[config.mk]
export PLATFORM = sky130hd
export DESIGN_NAME = axi4lite_clint_mh
export DESIGN_NICKNAME = d
export VERILOG_FILES = /design/src/rtl/axi4lite_clint_mh.sv
export SDC_FILE = /design/constraint.sdc
export NUM_CORES = 1
export LEC_CHECK = 0
export BUFFER_PORTS_ARGS = -buffer_cell sky130_fd_sc_hd__buf_2
export CORE_ASPECT_RATIO = 1.5
export CORE_MARGIN = 5
export CORE_UTILIZATION = 43
export CTS_CLUSTER_DIAMETER = 30
export DETAILED_ROUTE_END_ITERATION = 7
export PLACE_DENSITY_LB_ADDON = 0.3
export SLEW_MARGIN = 20
export SYNTH_ARGS = -nofsm -noshare
export SYNTH_HDL_FRONTEND = slang
export SYNTH_SLANG_ARGS = --single-unit
[constraint.sdc]
create_clock -name clk_i -period 8.96 [get_ports clk_i]
set_input_delay 1.792 -clock clk_i [delete_from_list [all_inputs] [get_ports clk_i]]
set_output_delay 1.792 -clock clk_i [all_outputs]
set_load 0.03 [all_outputs]
[src/rtl/axi4lite_clint_mh.sv]
// Multi-hart AXI4-Lite CLINT: prescaled 64-bit mtime, per-hart mtimecmp and msip,
// registered per-hart timer interrupt lines.
module axi4lite_clint_mh #(
  parameter int unsigned           ADDR_WIDTH = 32,
  parameter int unsigned           DATA_WIDTH = 32,
  parameter logic [ADDR_WIDTH-1:0] BASE_ADDR  = 32'hA000_0000,
  parameter int unsigned           NUM_HARTS  = 2,
  parameter int unsigned           TICK_DIV   = 1
) (
  input  logic                  clk_i,
  input  logic                  rst_i,
  input  logic                  arvalid_i,
  input  logic [ADDR_WIDTH-1:0] araddr_i,
  output logic                  arready_o,
  output logic                  rvalid_o,
  output logic [DATA_WIDTH-1:0] rdata_o,
  output logic [1:0]            rresp_o,
  input  logic                  rready_i,
  input  logic                  awvalid_i,
  input  logic [ADDR_WIDTH-1:0] awaddr_i,
  output logic                  awready_o,
  input  logic                  wvalid_i,
  input  logic [DATA_WIDTH-1:0] wdata_i,
  input  logic [3:0]            wstrb_i,
  output logic                  wready_o,
  output logic                  bvalid_o,
  output logic [1:0]            bresp_o,
  input  logic                  bready_i,
  output logic [NUM_HARTS-1:0]  mtip_o,
  output logic [NUM_HARTS-1:0]  msip_o
);

  localparam logic [1:0] RespOkay   = 2'b00;
  localparam logic [1:0] RespSlverr = 2'b10;

  typedef enum logic [2:0] {
    SelNone,
    SelMtimeLo,
    SelMtimeHi,
    SelMsip,
    SelCmpLo,
    SelCmpHi
  } sel_e;

  typedef struct packed {
    sel_e       sel;
    logic [2:0] hart;
  } dec_t;

  // Maps a bus address to a register; SelNone covers every SLVERR case.
  function automatic dec_t decode(input logic [ADDR_WIDTH-1:0] addr);
    logic [ADDR_WIDTH-1:0] off;
    dec_t                  d;
    off    = addr - BASE_ADDR;
    d.sel  = SelNone;
    d.hart = '0;
    if (addr[1:0] == 2'b00) begin
      if (off == ADDR_WIDTH'(32'h48)) begin
        d.sel = SelMtimeLo;
      end else if (off == ADDR_WIDTH'(32'h4C)) begin
        d.sel = SelMtimeHi;
      end else if ((off & ~ADDR_WIDTH'(32'h1F)) == ADDR_WIDTH'(32'h1000)) begin
        if (32'(off[4:2]) < NUM_HARTS) begin
          d.sel  = SelMsip;
          d.hart = off[4:2];
        end
      end else if ((off & ~ADDR_WIDTH'(32'h3F)) == ADDR_WIDTH'(32'h2000)) begin
        if (32'(off[5:3]) < NUM_HARTS) begin
          d.sel  = off[2] ? SelCmpHi : SelCmpLo;
          d.hart = off[5:3];
        end
      end
    end
    return d;
  endfunction

  function automatic logic [31:0] merge(input logic [31:0] old, input logic [31:0] data,
                                        input logic [3:0] strb);
    logic [31:0] res;
    res = old;
    for (int b = 0; b < 4; b++) begin
      if (strb[b]) res[8*b +: 8] = data[8*b +: 8];
    end
    return res;
  endfunction

  // Architectural state
  logic [15:0]                 presc_q, presc_d;
  logic [63:0]                 mtime_q, mtime_d;
  logic [NUM_HARTS-1:0][63:0]  mtimecmp_q, mtimecmp_d;
  logic [NUM_HARTS-1:0]        msip_q, msip_d;
  logic [NUM_HARTS-1:0]        mtip_q, mtip_d;

  // Read channel
  logic                  rvalid_q, rvalid_d;
  logic [DATA_WIDTH-1:0] rdata_q, rdata_d;
  logic [1:0]            rresp_q, rresp_d;

  // Write channel holding registers
  logic                  aw_held_q, aw_held_d;
  logic [ADDR_WIDTH-1:0] awaddr_q, awaddr_d;
  logic                  w_held_q, w_held_d;
  logic [DATA_WIDTH-1:0] wdata_q, wdata_d;
  logic [3:0]            wstrb_q, wstrb_d;
  logic                  bvalid_q, bvalid_d;
  logic [1:0]            bresp_q, bresp_d;

  logic        tick, commit, ar_hs, aw_hs, w_hs;
  dec_t        rd_dec, wr_dec;
  logic [31:0] rd_val, msip_word;

  assign arready_o = ~rvalid_q;
  assign rvalid_o  = rvalid_q;
  assign rdata_o   = rdata_q;
  assign rresp_o   = rresp_q;
  assign awready_o = ~aw_held_q;
  assign wready_o  = ~w_held_q;
  assign bvalid_o  = bvalid_q;
  assign bresp_o   = bresp_q;
  assign mtip_o    = mtip_q;
  assign msip_o    = msip_q;

  assign ar_hs  = arvalid_i & ~rvalid_q;
  assign aw_hs  = awvalid_i & ~aw_held_q;
  assign w_hs   = wvalid_i & ~w_held_q;
  assign commit = aw_held_q & w_held_q & ~bvalid_q;
  assign tick   = (presc_q == 16'(TICK_DIV - 1));

  // Read data is taken from the current registers, so a same-edge commit is not visible.
  always_comb begin
    rd_dec = decode(araddr_i);
    rd_val = '0;
    case (rd_dec.sel)
      SelMtimeLo: rd_val = mtime_q[31:0];
      SelMtimeHi: rd_val = mtime_q[63:32];
      SelMsip: begin
        for (int unsigned h = 0; h < NUM_HARTS; h++) begin
          if (rd_dec.hart == 3'(h)) rd_val = {31'b0, msip_q[h]};
        end
      end
      SelCmpLo: begin
        for (int unsigned h = 0; h < NUM_HARTS; h++) begin
          if (rd_dec.hart == 3'(h)) rd_val = mtimecmp_q[h][31:0];
        end
      end
      SelCmpHi: begin
        for (int unsigned h = 0; h < NUM_HARTS; h++) begin
          if (rd_dec.hart == 3'(h)) rd_val = mtimecmp_q[h][63:32];
        end
      end
      default: rd_val = '0;
    endcase
  end

  always_comb begin
    rvalid_d = rvalid_q;
    rdata_d  = rdata_q;
    rresp_d  = rresp_q;
    if (ar_hs) begin
      rvalid_d = 1'b1;
      rdata_d  = rd_val;
      rresp_d  = (rd_dec.sel == SelNone) ? RespSlverr : RespOkay;
    end else if (rvalid_q && rready_i) begin
      rvalid_d = 1'b0;
    end
  end

  always_comb begin
    aw_held_d = aw_held_q;
    awaddr_d  = awaddr_q;
    w_held_d  = w_held_q;
    wdata_d   = wdata_q;
    wstrb_d   = wstrb_q;
    bvalid_d  = bvalid_q;
    bresp_d   = bresp_q;
    wr_dec    = decode(awaddr_q);
    if (aw_hs) begin
      aw_held_d = 1'b1;
      awaddr_d  = awaddr_i;
    end
    if (w_hs) begin
      w_held_d = 1'b1;
      wdata_d  = wdata_i;
      wstrb_d  = wstrb_i;
    end
    if (commit) begin
      aw_held_d = 1'b0;
      w_held_d  = 1'b0;
      bvalid_d  = 1'b1;
      bresp_d   = (wr_dec.sel == SelNone) ? RespSlverr : RespOkay;
    end else if (bvalid_q && bready_i) begin
      bvalid_d = 1'b0;
    end
  end

  // A committed mtime write overrides that cycle's increment; the prescaler keeps running.
  always_comb begin
    presc_d    = tick ? 16'd0 : presc_q + 16'd1;
    mtime_d    = tick ? mtime_q + 64'd1 : mtime_q;
    mtimecmp_d = mtimecmp_q;
    msip_d     = msip_q;
    msip_word  = '0;
    if (commit) begin
      case (wr_dec.sel)
        SelMtimeLo: mtime_d = {mtime_q[63:32], merge(mtime_q[31:0], wdata_q, wstrb_q)};
        SelMtimeHi: mtime_d = {merge(mtime_q[63:32], wdata_q, wstrb_q), mtime_q[31:0]};
        SelMsip: begin
          for (int unsigned h = 0; h < NUM_HARTS; h++) begin
            if (wr_dec.hart == 3'(h)) begin
              msip_word = merge({31'b0, msip_q[h]}, wdata_q, wstrb_q);
              msip_d[h] = msip_word[0];
            end
          end
        end
        SelCmpLo: begin
          for (int unsigned h = 0; h < NUM_HARTS; h++) begin
            if (wr_dec.hart == 3'(h)) begin
              mtimecmp_d[h][31:0] = merge(mtimecmp_q[h][31:0], wdata_q, wstrb_q);
            end
          end
        end
        SelCmpHi: begin
          for (int unsigned h = 0; h < NUM_HARTS; h++) begin
            if (wr_dec.hart == 3'(h)) begin
              mtimecmp_d[h][63:32] = merge(mtimecmp_q[h][63:32], wdata_q, wstrb_q);
            end
          end
        end
        default: ;
      endcase
    end
  end

  always_comb begin
    mtip_d = '0;
    for (int unsigned h = 0; h < NUM_HARTS; h++) begin
      mtip_d[h] = (mtime_q >= mtimecmp_q[h]);
    end
  end

  always_ff @(posedge clk_i) begin
    if (rst_i) begin
      presc_q    <= '0;
      mtime_q    <= '0;
      mtimecmp_q <= '1;
      msip_q     <= '0;
      mtip_q     <= '0;
      rvalid_q   <= 1'b0;
      rdata_q    <= '0;
      rresp_q    <= RespOkay;
      aw_held_q  <= 1'b0;
      awaddr_q   <= '0;
      w_held_q   <= 1'b0;
      wdata_q    <= '0;
      wstrb_q    <= '0;
      bvalid_q   <= 1'b0;
      bresp_q    <= RespOkay;
    end else begin
      presc_q    <= presc_d;
      mtime_q    <= mtime_d;
      mtimecmp_q <= mtimecmp_d;
      msip_q     <= msip_d;
      mtip_q     <= mtip_d;
      rvalid_q   <= rvalid_d;
      rdata_q    <= rdata_d;
      rresp_q    <= rresp_d;
      aw_held_q  <= aw_held_d;
      awaddr_q   <= awaddr_d;
      w_held_q   <= w_held_d;
      wdata_q    <= wdata_d;
      wstrb_q    <= wstrb_d;
      bvalid_q   <= bvalid_d;
      bresp_q    <= bresp_d;
    end
  end

endmodule
==> results of run 1 <==
cells in the final DEF (no fill, tap or decap), drive strengths merged, types with 31 or more instances in the layout:
| cell type | n |
|---|---|
| nand2 | 348 |
| dfxtp | 318 |
| a21oi | 222 |
| buf | 174 |
| inv | 173 |
| nor2 | 163 |
| ha | 135 |
| mux2i | 132 |
| nor3 | 108 |
| o21ai | 89 |
| clkbuf | 73 |
| nand3 | 53 |
| and3 | 51 |
| nand4 | 51 |
| nor4 | 44 |
| a221oi | 32 |
| a311oi | 31 |
synth_stat cells (9+ instances only):
cell type	count	area (µm²)
sky130_fd_sc_hd__buf_1	11	41.29
sky130_fd_sc_hd__a311oi_1	31	271.5
sky130_fd_sc_hd__nor2_1	162	608.1
sky130_fd_sc_hd__xnor2_1	9	78.83
sky130_fd_sc_hd__buf_2	15	75.07
sky130_fd_sc_hd__a211oi_1	21	157.7
sky130_fd_sc_hd__ha_1	135	1689
sky130_fd_sc_hd__o21ai_0	89	445.4
sky130_fd_sc_hd__and4_1	12	105.1
sky130_fd_sc_hd__mux2i_1	132	1321
sky130_fd_sc_hd__nor2b_1	9	56.30
sky130_fd_sc_hd__nand2_1	344	1291
sky130_fd_sc_hd__nand4_1	47	294.0
sky130_fd_sc_hd__and3_1	51	319.1
sky130_fd_sc_hd__nor4_1	37	231.5
sky130_fd_sc_hd__clkbuf_1	92	345.3
sky130_fd_sc_hd__inv_1	157	589.3
sky130_fd_sc_hd__a21o_1	22	165.2
sky130_fd_sc_hd__a31oi_1	30	187.7
sky130_fd_sc_hd__a221oi_1	32	280.3
sky130_fd_sc_hd__or3_1	11	68.82
sky130_fd_sc_hd__dfxtp_1	318	6366
sky130_fd_sc_hd__nor3_1	106	530.5
sky130_fd_sc_hd__nand3_1	52	260.3
sky130_fd_sc_hd__a21oi_1	222	1111
power breakdown:
| group | internal, µW | switching (µW) |
|---|---|---|
| registers | 1440 | 35.4 |
| clock network | 1460 | 867 |
| logic | 55.4 | 118 |
final cells by class:
cell class                      instances  area share [%]
Tap cell                              570           3.259
Timing Repair Buffer                  174           4.368
Multi-Input combinational cell       1726           50.87
Clock inverter                         42           2.201
Sequential cell                       318           29.09
Clock buffer                           73           7.502
Inverter                              158           2.710
metal layers:
layer	share of wire [%]	GRT usage [%]	up-vias
li1	-	-	8664
met1	37	29.30	8715
met2	49	47.18	680
met3	5.1	3.507	273
met4	9.1	20.64	0
met5	0	0	-
path summary, 6_finish.rpt:
| check | start | end | slack [ns] | cells past startpoint |
|---|---|---|---|---|
| setup / recovery | araddr_i[29] | rdata_o[3]$_SDFFE_PP0P_ | 4.42 | 12 |
| hold / removal | awaddr_q[8]$_SDFFE_PP0P_ | awaddr_q[8]$_SDFFE_PP0P_ | 0.46 | 2 |
| setup reg to reg | awaddr_q[19]$_SDFFE_PP0P_ | mtimecmp_q[41]$_SDFFE_PP1P_ | 5.07 | 7 |
| hold reg to reg | awaddr_q[8]$_SDFFE_PP0P_ | awaddr_q[8]$_SDFFE_PP0P_ | 0.46 | 2 |
tightest hold or removal path, delay by kind of cell (launching register included):
kind	cells	cell delay (ns)
AOI/OAI and AO/OA	1	0.05
and+or+nand+nor	1	0.05
DFF	1	0.30
sequential cells by signal (all words and copies together) (netlist names):
register    cells
mtimecmp_q    128
mtime_q        64
awaddr_q       32
rdata_o        32
wdata_q        32
presc_q        16
wstrb_q         4
msip_o          2
mtip_o          2
aw_held_q       1
bresp_o         1
bvalid_o        1
rresp_o         1
rvalid_o        1
w_held_q        1
stage by stage:
| stage | area, µm² | setup slack [ns] | utilization [%] | total power [µW] | hold WS [ns] |
|---|---|---|---|---|---|
| 4_1_cts | 21880 | 4.483 | 51.23 | 3994 | 0.4547 |
| 6_report | 21880 | 4.416 | 51.24 | 3969 | 0.4557 |
| 3_3_place_gp | 19740 | 4.024 | 46.22 | 1668 | 0.4430 |
| 5_1_grt | 21880 | 4.154 | 51.24 | 4082 | 0.4722 |
| 3_5_place_dp | 19750 | 3.854 | 46.26 | 1672 | 0.4477 |
| 2_1_floorplan | 18460 | 4.798 | - | 1592 | 0.4300 |
kinds of logic after synthesis:
group | synth area share (%)
AOI/OAI and AO/OA | 18.55
xor gates and xnor gates | 0.7592
adders and majority gates | 9.151
buffers and inverters | 5.883
DFF | 34.49
muxes | 7.341
other | 0.02032
and+or+nand+nor | 23.81
==> qor.csv, run 1 <==
metric,value,unit
synth_enable_flop_cells,0,
wl,65.94,mm
rows,93,
timing.critical_path.from_type,input pin,
postSynthRegisterBits,318,
drt_pre_antenna_iters,5,
cts.sink_count,318,
worstSetupEndpointType,flip-flop,
critPathMaxFanout,63,
initial_utilization,43.22,%
power_density,181.4,nW/µm²
clock_tree.htree_level_count,2,
outcome,finished clean,
fmax,220.1,MHz
worst-setup-path-type,input pin to flip-flop,
post_drt_wl_per_cell,21.54,µm
layout.cells.non_filler,3061,
path_clk_slew,0.05,ns
number_of_buffers_created_by_cts,61,
detail_route.drc_violations,0,
via_count_of_the_first_global_routing_pass,18230,
cap_violations,0,
ys_dominant_reg_cell,sky130_fd_sc_hd__dfxtp_1,
synth.yosys.seq_area_share,34.49,%
layout.nets,2681,
synth.cell_area,18460,µm²
path_buf_inv,4,
nFillCells,4187,
worst_ir_drop_vdd,0.0001444,V
hp-class,flip-flop to flip-flop,
clockRootBuffer,sky130_fd_sc_hd__clkbuf_16,
first_iter_violations,1459,
global_route.usage.total,27.09,%
cts_repair_resize_count,0,
max_stage_delay,0.71,ns
finalHoldViolCount,0,
tritoncts,built,
synthDistinctLibCells,84,
critical-path-top-cell-by-count,sky130_fd_sc_hd__buf_4,
core_outline_area,42700,µm²
hold_buffers,0,
asyncSetResetFlopFracSynth,0,%
worst_slew_margin_rel,23.35,%
grt_max_degree,185,
clockBufferDepth,3,
ys_warn_count,0,
worstPathArrival,5.03,ns
gp_routability_congestion,0.9602,
synthesis.instances,2323,
rsz0062_at_grt,no,
tightestPinTransition,1.141,ns
critical_path.top_delay_family,buffers and inverters,
insertedDiodeCount,0,
post_route_cells_drive_above_1_share,13.53,%
timing.final.max_slew_violations,0,
worst-endpoint-required,9.45,ns
fin_worst_skew,0.02278,ns
post-dp-hpwl,47.75,mm
post-place-cells,2946,
tns,0,ns
grt_remaining_overflow,0,
slowest_stage,sky130_fd_sc_hd__buf_4,
port_buf_inserts,149,
via_cell_ratio,5.989,
area_growth,18.55,%
global_route_wire_length_before_repair,101.1,mm
multiInputGateArea,11130,µm²
route.vias.total,18330,
chipHeight,263.8,µm
die_area,47260,µm²
fin_crit_sh,50.71,%
final_antenna_net_count,0,
pin_count,152,
clock_insertion_delay_worst_skew,0.62,ns
post-cts-setup-buffer-count,0,
leakagePower,0.01063,µW
final-setup-viol-count,0,
syn_avg_cell_area,7.946,µm²
seqCellArea,6366,µm²
fin_crit,4.544,ns
worstPathCellList,buf_2 > inv_1 > ha_1 > nand3b_1 > nor4_1 > or4b_1 > buf_4 > o211ai_4 > buf_4 > mux2i_1 > nand2_1 > a221oi_1,
antenna_found_initial,0,
die_width,179.2,µm
Note: power is estimated with default switching activity, not from simulation.
==> run 2: changes to the inputs <==
--- a/config.mk
+++ b/config.mk
@@ -5,6 +5,7 @@
 export SDC_FILE = /design/constraint.sdc
 export NUM_CORES = 1
 export LEC_CHECK = 0
+export ABC_AREA = 1
 export BUFFER_PORTS_ARGS = -buffer_cell sky130_fd_sc_hd__buf_2
 export CORE_ASPECT_RATIO = 1.5
 export CORE_MARGIN = 5
==> constraint.sdc (replaced) <==
create_clock -name clk_i -period 4.2 [get_ports clk_i]
set_input_delay 0.84 -clock clk_i [delete_from_list [all_inputs] [get_ports clk_i]]
set_output_delay 0.84 -clock clk_i [all_outputs]
set_load 0.03 [all_outputs]
==> qor.csv, run 2 <==
metric,value,unit
outcome,finished clean,
critPathMaxFanout,19,
initial_utilization,43.24,%
largest_registers,"mtimecmp_q x128, mtime_q x64",
clockBufferDepth,3,
worst-setup-path-type,flip-flop to flip-flop,
global_route.usage.total,30.49,%
timing.final.max_slew_violations,0,
post-cts-setup-buffer-count,0,
clock_insertion_delay_worst_skew,0.60,ns
most_frequent_cells_in_the_layout,"sky130_fd_sc_hd__nand2_1 (966), sky130_fd_sc_hd__inv_1 (349), sky130_fd_sc_hd__nor2_1 (329), sky130_fd_sc_hd__dfxtp_1 (318), sky130_fd_sc_hd__nand3_1 (315)",
asyncSetResetFlopFracSynth,0,%
switching_share,26.02,%
power.share.combinational,5.0,%
area_growth,17.13,%
fin_crit,3.274,ns
worstSetupEndpointType,flip-flop,
critical-path-top-cell-by-count,sky130_fd_sc_hd__nand2_1,
cts_repair_resize_count,0,
cts.sink_count,318,
max_flop_register,mtimecmp_q,
hold_buffers,0,
detail_route.drc_violations,0,
chipHeight,283.4,µm
slowest_stage,sky130_fd_sc_hd__nor2_4,
post-dp-hpwl,64.88,mm
worstPathArrival,3.70,ns
final_antenna_net_count,0,
path_clk_slew,0.05,ns
core_outline_area,49550,µm²
p_seq_share,35.1,%
post-synth-top-area-cell,sky130_fd_sc_hd__dfxtp_1,
clkPwrFrac,60.0,%
path_buf_inv,5,
total_switching_power,2394,µW
insertedDiodeCount,0,
ys_warn_count,0,
synth.yosys.seq_area_share,29.71,%
synth.top_cell.area_share,29.71,%
post-synth-top-count-cell,sky130_fd_sc_hd__nand2_1,
clock_tree.htree_level_count,3,
postSynthRegisterBits,318,
via_cell_ratio,5.571,
finalHoldViolCount,0,
route.vias.total,23610,
timing.critical_path.from_type,flip-flop,
number_of_buffers_created_by_cts,68,
worst_slew_margin_rel,27.92,%
tritoncts,built,
worst_slack,0.9257,ns
post_route_cells_drive_above_1_share,10.72,%
die_width,192.3,µm
port_buf_inserts,149,
fmax,305.4,MHz
fin_crit_sh,77.96,%
fin_worst_skew,0.02276,ns
power_density,366.5,nW/µm²
layout.nets,3764,
synth_enable_flop_cells,0,
tns,0,ns
drt_pre_antenna_iters,8,
internal_power,6805,µW
first_iter_violations,1925,
max_stage_delay,0.58,ns
worst-endpoint-required,4.63,ns
synth_top_cells_by_area,"sky130_fd_sc_hd__dfxtp_1 (30%), sky130_fd_sc_hd__nand2_1 (17%), sky130_fd_sc_hd__ha_1 (7.9%)",
critical_path.top_delay_family,simple AND/OR/NAND/NOR gates,
final_design_area_no_fill,25100,µm²
rsz0062_at_grt,no,
post_drt_wl_per_cell,20.25,µm
rows,100,
antenna_found_initial,3,
cap_violations,0,
hp-class,flip-flop to flip-flop,
synthDistinctLibCells,51,
gp_routability_congestion,1.031,
worst_ir_drop_vdd,0.0003158,V
layout.cells.non_filler,4237,
pin_count,152,
synth.cell_area,21430,µm²
largest_register_ff_count,128,
dpl_cell_area,22730,µm²
via_count_of_the_first_global_routing_pass,22370,
clockRootBuffer,sky130_fd_sc_hd__clkbuf_16,
global_route_wire_length_before_repair,129.7,mm
ys_dominant_reg_cell,sky130_fd_sc_hd__dfxtp_1,
dp_worst_setup_slack,0.6765,ns
grt_remaining_overflow,0,
layout_commonest_cell,sky130_fd_sc_hd__nand2_1,
synthesis.instances,3398,
wl,85.78,mm
syn_avg_cell_area,6.305,µm²
leakagePower,0.01271,µW
final-setup-viol-count,0,
grt_max_degree,129,
worstPathCellList,inv_1 > ha_1 > inv_1 > nand2_1 > nand2_1 > inv_2 > nand2_1 > nor3_2 > nand3_1 > buf_4 > nand3_1 > nand2_1 > nand3_2 > nor2_4 > buf_4 > nand2_1 > nand2_1 > nand3_1,
post_synth_most_frequent_cells,"sky130_fd_sc_hd__nand2_1 (966), sky130_fd_sc_hd__inv_1 (351), sky130_fd_sc_hd__nor2_1 (334)",
die_area,54480,µm²
post-place-cells,4115,
tightestPinTransition,1.080,ns
## run 2: cell count changes after synthesis, sizes merged, moves of 86 or more
cell and change:
nor2 +189, nand2 +622, nand3 +271, nand4 +86, o21ai +112, mux2i -132
inv +204
## run 2: cell type report
type	count	area, µm²
tap	663	829.5
sequential	318	6366
timing repair buffer	195	1119
fill	5254	24450
clock buffer	80	1817
clock inverter	42	548.0
multi-input combinational	2576	13050
inverter	363	1369
## run 2: cell families (layout without fill, tap and decap cells)
group	count (synthesis)	count (layout)	share of synthesized area (%)
AND/OR/NAND/NOR	1897	1897	38.61
adder cells (fa/ha/maj)	135	135	7.884
buffers and inverters	505	680	9.542
flip-flops	318	318	29.71
other	1	2	0.01750
AO/OA/AOI/OAI	494	494	12.28
XOR/XNOR	48	48	1.962
## run 2: per-layer routing
layer,wire length (µm),GRT usage (%),vias to the layer above
li1,-,-,11450
met1,33370,37.63,10830
met2,39600,49.95,1029
met3,7074,5.206,287
met4,5727,17.04,2
met5,16,0,-
## run 2: power by group through the flow
stage	Clock, µW	Combinational (µW)	Sequential, µW
finish	5520	457	3230
global route	5700	515	3220
CTS	5550	455	3220
detailed placement	0	452	3280
global placement	0	451	3280
floorplan	0	297	3200
## run 2: final timing paths
path | from | endpoint | slack, ns | depth (start not counted)
setup / recovery | awaddr_q[29]$_SDFFE_PP0P_ | mtimecmp_q[31]$_SDFFE_PP1P_ | 0.93 | 18
hold / removal | mtimecmp_q[101]$_SDFFE_PP1P_ | mtimecmp_q[101]$_SDFFE_PP1P_ | 0.45 | 2
setup reg to reg | awaddr_q[29]$_SDFFE_PP0P_ | mtimecmp_q[31]$_SDFFE_PP1P_ | 0.93 | 18
hold reg to reg | mtimecmp_q[101]$_SDFFE_PP1P_ | mtimecmp_q[101]$_SDFFE_PP1P_ | 0.45 | 2
## run 2: worst min-delay path, stage by stage (launching register included)
cell	delay (ns)
sky130_fd_sc_hd__dfxtp_1	0.32
sky130_fd_sc_hd__nand2_1	0.05
sky130_fd_sc_hd__nand3_1	0.05
## run 2: metrics by stage
stage | utilization, % | power [µW] | hold WS, ns
floorplan | - | 3498 | 0.4289
global placement | 45.88 | 3728 | 0.4382
detailed placement | 45.88 | 3729 | 0.4424
CTS | 50.65 | 9220 | 0.4540
global route | 50.65 | 9442 | 0.4673
finish | 50.65 | 9199 | 0.4512
